--- config.mk ---
export PLATFORM = sky130hd
export DESIGN_NAME = branch_resolve_queue
export DESIGN_NICKNAME = d
export VERILOG_FILES = /design/src/rtl/brq_pkg.sv /design/src/rtl/brq_mispredict_check.sv /design/src/rtl/branch_resolve_queue.sv
export SDC_FILE = /design/constraint.sdc
export NUM_CORES = 2
export LEC_CHECK = 0
export BUFFER_PORTS_ARGS = -buffer_cell sky130_fd_sc_hd__buf_2
export CELL_PAD_IN_SITES_DETAIL_PLACEMENT = 0
export CELL_PAD_IN_SITES_GLOBAL_PLACEMENT = 1
export CORE_MARGIN = 3
export CORE_UTILIZATION = 43
export CTS_CLUSTER_SIZE = 20
export DETAILED_ROUTE_END_ITERATION = 8
export GPL_TIMING_DRIVEN = 0
export HOLD_SLACK_MARGIN = 0.08
export PLACE_DENSITY = 0.86
export SYNTH_ARGS = -nofsm -noshare
export SYNTH_HDL_FRONTEND = slang
export SYNTH_SLANG_ARGS = --single-unit
--- constraint.sdc ---
create_clock -name clk_in -period 4.2 [get_ports clk_in]
set_input_delay 0.84 -clock clk_in [delete_from_list [all_inputs] [get_ports clk_in]]
set_output_delay 0.84 -clock clk_in [all_outputs]
set_load 0.05 [all_outputs]
--- src/rtl/brq_pkg.sv ---
// Shared types and constants for branch_resolve_queue and its mispredict checker.
package brq_pkg;

  localparam int          BRQ_DEPTH_DEFAULT = 8;
  localparam logic [31:0] PC_STEP           = 32'd4;

  typedef struct packed {
    logic        valid;
    logic        resolved;
    logic [31:0] pc;
    logic        pred_taken;
    logic [31:0] pred_target;
    logic        act_taken;
    logic [31:0] act_target;
  } brq_entry_t;

endpackage

--- src/rtl/brq_mispredict_check.sv ---
// Compares a branch's prediction with its actual outcome and computes the
// correct next PC used when the pipeline must be redirected.
module brq_mispredict_check
  import brq_pkg::*;
(
  input  logic        i_pc_valid,
  input  logic [31:0] i_pc,
  input  logic        i_pred_taken,
  input  logic [31:0] i_pred_target,
  input  logic        i_act_taken,
  input  logic [31:0] i_act_target,
  output logic        o_mispredict,
  output logic [31:0] o_redirect_pc
);

  logic w_dir_wrong;
  logic w_target_wrong;

  always_comb begin
    w_dir_wrong    = (i_pred_taken != i_act_taken);
    // Targets only matter when both the prediction and the outcome are taken.
    w_target_wrong = i_pred_taken && i_act_taken && (i_pred_target != i_act_target);
    o_mispredict   = i_pc_valid && (w_dir_wrong || w_target_wrong);
    o_redirect_pc  = i_act_taken ? i_act_target : (i_pc + PC_STEP);
  end

endmodule

--- src/rtl/branch_resolve_queue.sv ---
// In-order retirement queue for in-flight conditional branches; resolves out of
// order, retires one per cycle, flushes on mispredict. Optional BRQ_STATS_EN adds counters.
module branch_resolve_queue
  import brq_pkg::*;
#(
  parameter int DEPTH = BRQ_DEPTH_DEFAULT,
  parameter int TAG_W = $clog2(DEPTH)
) (
  input  logic             clk_in,
  input  logic             rst_in,
  input  logic             alloc_valid_in,
  output logic             alloc_ready_out,
  input  logic [31:0]      alloc_pc_in,
  input  logic             alloc_pred_taken_in,
  input  logic [31:0]      alloc_target_in,
  output logic [TAG_W-1:0] alloc_tag_out,
  input  logic             resolve_valid_in,
  input  logic [TAG_W-1:0] resolve_tag_in,
  input  logic             resolve_taken_in,
  input  logic [31:0]      resolve_target_in,
  output logic             update_valid_out,
  output logic [31:0]      update_pc_out,
  output logic             update_taken_out,
  output logic             flush_out,
  output logic [31:0]      redirect_pc_out,
  output logic [TAG_W:0]   count_out
`ifdef BRQ_STATS_EN
  ,
  output logic [31:0]      branch_count_out,
  output logic [31:0]      mispredict_count_out
`endif
);

  localparam logic [TAG_W:0] DEPTH_CNT = (TAG_W + 1)'(DEPTH);

  brq_entry_t       w_entries [DEPTH];
  brq_entry_t       w_head_entry;
  logic [TAG_W-1:0] r_head;
  logic [TAG_W-1:0] r_tail;
  logic [TAG_W:0]   r_count;
  logic             w_alloc;
  logic             w_resolve_hit;
  logic             w_retire;
  logic             w_mispredict;
  logic             w_flush;
  logic [31:0]      w_redirect_pc;

  logic             r_update_valid;
  logic [31:0]      r_update_pc;
  logic             r_update_taken;
  logic             r_flush;
  logic [31:0]      r_redirect_pc;

  assign w_head_entry  = w_entries[r_head];
  assign w_alloc       = alloc_valid_in && alloc_ready_out;
  assign w_resolve_hit = resolve_valid_in && w_entries[resolve_tag_in].valid
                         && !w_entries[resolve_tag_in].resolved;
  assign w_retire      = w_head_entry.valid && w_head_entry.resolved;
  assign w_flush       = w_retire && w_mispredict;

  brq_mispredict_check u_check (
    .i_pc_valid    (w_retire),
    .i_pc          (w_head_entry.pc),
    .i_pred_taken  (w_head_entry.pred_taken),
    .i_pred_target (w_head_entry.pred_target),
    .i_act_taken   (w_head_entry.act_taken),
    .i_act_target  (w_head_entry.act_target),
    .o_mispredict  (w_mispredict),
    .o_redirect_pc (w_redirect_pc)
  );

  // Per-slot storage. Alloc, resolve and retire never target the same slot in
  // one edge: alloc needs a free slot, resolve an unresolved one, retire a resolved one.
  generate
    for (genvar gi = 0; gi < DEPTH; gi++) begin : g_slot
      brq_entry_t r_entry;
      logic       w_alloc_here;
      logic       w_resolve_here;
      logic       w_retire_here;

      assign w_alloc_here   = w_alloc && (r_tail == TAG_W'(gi));
      assign w_resolve_here = w_resolve_hit && (resolve_tag_in == TAG_W'(gi));
      assign w_retire_here  = w_retire && (r_head == TAG_W'(gi));

      always_ff @(posedge clk_in) begin
        if (rst_in || w_flush) begin
          r_entry <= '0;
        end else if (w_alloc_here) begin
          r_entry.valid       <= 1'b1;
          r_entry.resolved    <= 1'b0;
          r_entry.pc          <= alloc_pc_in;
          r_entry.pred_taken  <= alloc_pred_taken_in;
          r_entry.pred_target <= alloc_target_in;
          r_entry.act_taken   <= 1'b0;
          r_entry.act_target  <= 32'd0;
        end else if (w_resolve_here) begin
          r_entry.resolved   <= 1'b1;
          r_entry.act_taken  <= resolve_taken_in;
          r_entry.act_target <= resolve_target_in;
        end else if (w_retire_here) begin
          r_entry <= '0;
        end
      end

      assign w_entries[gi] = r_entry;
    end
  endgenerate

  always_ff @(posedge clk_in) begin
    if (rst_in) begin
      r_head         <= '0;
      r_tail         <= '0;
      r_count        <= '0;
      r_update_valid <= 1'b0;
      r_update_pc    <= 32'd0;
      r_update_taken <= 1'b0;
      r_flush        <= 1'b0;
      r_redirect_pc  <= 32'd0;
    end else begin
      r_update_valid <= w_retire;
      r_flush        <= w_flush;
      if (w_retire) begin
        r_update_pc    <= w_head_entry.pc;
        r_update_taken <= w_head_entry.act_taken;
      end
      if (w_flush) begin
        r_redirect_pc <= w_redirect_pc;
        r_head        <= '0;
        r_tail        <= '0;
        r_count       <= '0;
      end else begin
        if (w_retire) r_head <= r_head + TAG_W'(1);
        if (w_alloc)  r_tail <= r_tail + TAG_W'(1);
        r_count <= r_count + (TAG_W + 1)'(w_alloc) - (TAG_W + 1)'(w_retire);
      end
    end
  end

  assign alloc_ready_out  = (r_count < DEPTH_CNT);
  assign alloc_tag_out    = r_tail;
  assign count_out        = r_count;
  assign update_valid_out = r_update_valid;
  assign update_pc_out    = r_update_pc;
  assign update_taken_out = r_update_taken;
  assign flush_out        = r_flush;
  assign redirect_pc_out  = r_redirect_pc;

`ifdef BRQ_STATS_EN
  logic [31:0] r_branch_count;
  logic [31:0] r_mispredict_count;

  always_ff @(posedge clk_in) begin
    if (rst_in) begin
      r_branch_count     <= 32'd0;
      r_mispredict_count <= 32'd0;
    end else begin
      if (w_retire) r_branch_count     <= r_branch_count + 32'd1;
      if (w_flush)  r_mispredict_count <= r_mispredict_count + 32'd1;
    end
  end

  assign branch_count_out     = r_branch_count;
  assign mispredict_count_out = r_mispredict_count;
`endif

endmodule
==> results_dict.tcl <==
set metrics [dict create \
    cts_tree "yes" \
    die_y_um 310.8 \
    dp_hpwl_mm 134.5 \
    ant_nets 0 \
    reg2reg_from "r_head[0]" \
    synthArstFlopShare_pct 0 \
    synth_cell_types 67 \
    ys_top_cells_by_area "dfxtp_1 44%, a22oi_1 9.0%, mux4_2 8.8%, a21oi_1 5.3%, nand3_1 4.3%" \
    yosysSeqAreaShare_pct 43.95 \
    worstPathMaxFanout 10 \
    first_iter_violations 7085 \
    die_w_um 310.8 \
    detail_route.wl_per_cell_um 32.23 \
    failed_checks "max-capacitance violations, max-slew violations, negative setup slack" \
    relSlewSlack_pct -0.3211 \
    worstSkewPairLatency_ns 0.70 \
    ctsHoldBuffers 0 \
    crit_path_top_delay_cell "xnor2_1" \
    finalCriticalPeriod_ns 4.442 \
    worstPathArrival_ns 5.05 \
    n_fill_cell 8650 \
    yosysMostFrequentCell "dfxtp_1" \
    hold_viol_final 0 \
    overflow 0 \
    synth_top_cell_by_area "dfxtp_1" \
    worstHoldPathType "reg -> reg" \
    ios 180 \
    synth_common_cells "877 x dfxtp_1, 479 x a22oi_1, 439 x nand2_1" \
    setup_viol 821 \
    tightest_slew_ns 1.505 \
    synth_edf_count 0 \
    cpLargestDelayFamily "buffers and inverters" \
    synth_area_sq_um 39940 \
    ctsLongestPathBuffers 3 \
    clk_pin_slew_worst_paths_ns 0.06 \
    cp_cell_sequence "buf_12 > buf_12 > buf_12 > buf_8 > mux2i_1 > a22oi_1 > xnor2_1 > nand4_1 > nor2_1 > o2111ai_1 > nor3_4 > buf_12 > o21ai_4 > bufbuf_16 > buf_12 > buf_6 > nor2_1" \
    vias 38826 \
    critPathBufInv 8 \
    finalNonFillerCells 5870 \
    ys_ff_latch 877 \
    drive_gt1_share_pct 17.53 \
    synth_area_per_cell_sq_um 9.227 \
    cts_max_level 3 \
    start_kind "flop" \
    numCtsBuffers 93 \
    worstRegToRegCells 17 \
    r2r_slack_ns -0.24 \
    whs_ns 0.4643 \
    firstDrtPassIters 6 \
    max_stage_delay_ns 0.49 \
    fin_crit_sh_pct 105.8 \
    powerDensity_nw_per_um2 440.8 \
    synthToLayoutAreaGrowth_pct 16.88 \
    yosysWarnings 0 \
    finalSetupTns_ns -86.70 \
    timing.rr.end "g_slot[3].r_entry[41]" \
    crit_type "reg -> reg" \
    setup_ws_ns -0.2417 \
    viasPerCell 6.614 \
    synth.top_cell.area_share_pct 43.95 \
    dp_cells 5655 \
    drc 0 \
    die_area_sq_um 96590 \
    maxSlewViolCount 10 \
    totalWireLength_mm 189.2 \
    cp-end-kind "flop" \
    rsz0062_at_grt "yes" \
    max_cap_viol_count 2 \
    worstPathRequired_ns 4.80 \
    place.gp.congestion 1.034 \
    grt_max_degree 20 \
    grt.total_usage_pct 37.22 \
    clock-root-buffer "clkbuf_16" \
    port-buffer-count 80 \
    outcome "complete, but fails checks" \
    grt_pass1_vias 35816 \
    synthFlopType "dfxtp_1" \
    hold_end "g_slot[4].r_entry[97]" \
    skew_ns 0.03999 \
    num_rows 111 \
    syn_nets 4453 \
    syn_inst 4329 \
    core_area_sq_um 91940 \
    cpMostUsedCell "buf_12" \
    nets 4663 \
    cp.depth 17 \
    grt_antenna_before_repair 18 \
    power.leakage_nw 15.77 \
    hold_start "g_slot[4].r_entry[97]" \
    max_freq_mhz 225.1 \
    hold_path_depth 2 \
    start_util_pct 43.45 \
    fin_util_pct 50.78 \
    peakVddDrop_uv 355.9 \
    grt_pass1_wl_mm 261.8 \
    clkSinkCount 877 \
]
tightest hold or removal path: cells and delay by family (launching register included):
kind | cells | cell delay, ns
AO/OA/AOI/OAI | 1 | 0.05
flip-flops | 1 | 0.31
AND/OR/NAND/NOR | 1 | 0.06
power breakdown:
group / internal, mW / switching [mW]
logic: 0.818 / 1.93
registers: 8.60 / 0.194
clock network: 5.28 / 3.75
routing by layer:
metal / vias up / part of all wire [%] / track usage, %
li1: 16008 / - / -
met1: 18970 / 36 / 46.82
met2: 3088 / 40 / 52.47
met3: 746 / 15 / 14.13
met4: 14 / 8.2 / 25.75
met5: - / 0.11 / 0.6423
layout make-up:
class / instances / area (sq um) / area share (%)
Antenna cell: 12 / 30.03 / 0.06432
Buffer: 505 / 3038 / 6.507
Clock buffer: 132 / 2685 / 5.751
Clock inverter: 39 / 609.3 / 1.305
Inverter: 35 / 137.6 / 0.2948
Multi-Input combinational cell: 2905 / 20220 / 43.31
Sequential cell: 877 / 17560 / 37.62
Tap cell: 1243 / 1555 / 3.331
Timing Repair Buffer: 122 / 847.1 / 1.814
what timing repair did:
item                                    in CTS  in global routing
setup buffers                               20                 14
endpoints found under the setup margin     845                841
cloned                                       1                  4
resized for setup                          194                103
pin swaps                                    2                  8
registers in the layout (all words and copies together) (netlist names):
| signal | count |
|---|---|
| count_out | 4 |
| alloc_tag_out | 3 |
| update_pc_out | 32 |
| r_head | 3 |
| redirect_pc_out | 32 |
| update_taken_out | 1 |
| update_valid_out | 1 |
| g_slot.r_entry | 800 |
| flush_out | 1 |
worst max path at each step:
stage / startpoint / to
after detailed placement: r_head[0] / g_slot[5].r_entry[4]
after global placement: r_head[0] / g_slot[6].r_entry[30]
after floorplan: r_head[0] / g_slot[1].r_entry[3]
after CTS: r_head[1] / g_slot[7].r_entry[58]
final: r_head[0] / g_slot[3].r_entry[41]
after global routing: r_head[1] / g_slot[3].r_entry[41]
cell usage in the layout, fill, tap and decap left out, types with 11 or more instances in the layout:
master	count
nor2_1	290
dfxtp_1	875
o211ai_1	11
buf_4	59
nor3_2	143
buf_6	49
inv_1	32
a22oi_1	477
o22ai_1	35
clkbuf_16	98
clkbuf_2	19
xnor2_1	123
ha_1	17
clkbuf_1	255
a21oi_1	412
clkinv_2	15
buf_1	99
nand2_1	436
buf_12	16
bufinv_16	13
a211oi_1	35
clkbuf_8	22
buf_8	12
o21ai_0	25
mux2i_1	50
mux4_2	156
xor2_1	64
nand3_1	346
buf_2	106
clkbuf_4	15
nor3_1	139
diode_2	12
cells by family after synthesis:
logic type      after synthesis  synth area share (%)
flops                       877                 43.95
fa+ha+maj                    19                0.6140
mux                         215                 10.27
xor+xnor                    189                 4.144
buf+inv                     547                 6.312
simple gates               1441                 18.00
compound gates             1041                 16.70
through the flow:
step / setup WS, ns / total power, mW / instance area, sq um
global route: -0.06794 / 20.92 / 46660
floorplan: 0.08104 / 10.44 / 39960
finish: -0.2417 / 20.58 / 46690
CTS: -0.01253 / 20.28 / 46090
global placement: -2.938 / 11.39 / 41910
detailed placement: -3.006 / 11.42 / 41970
(Power assumes the default switching activity.)
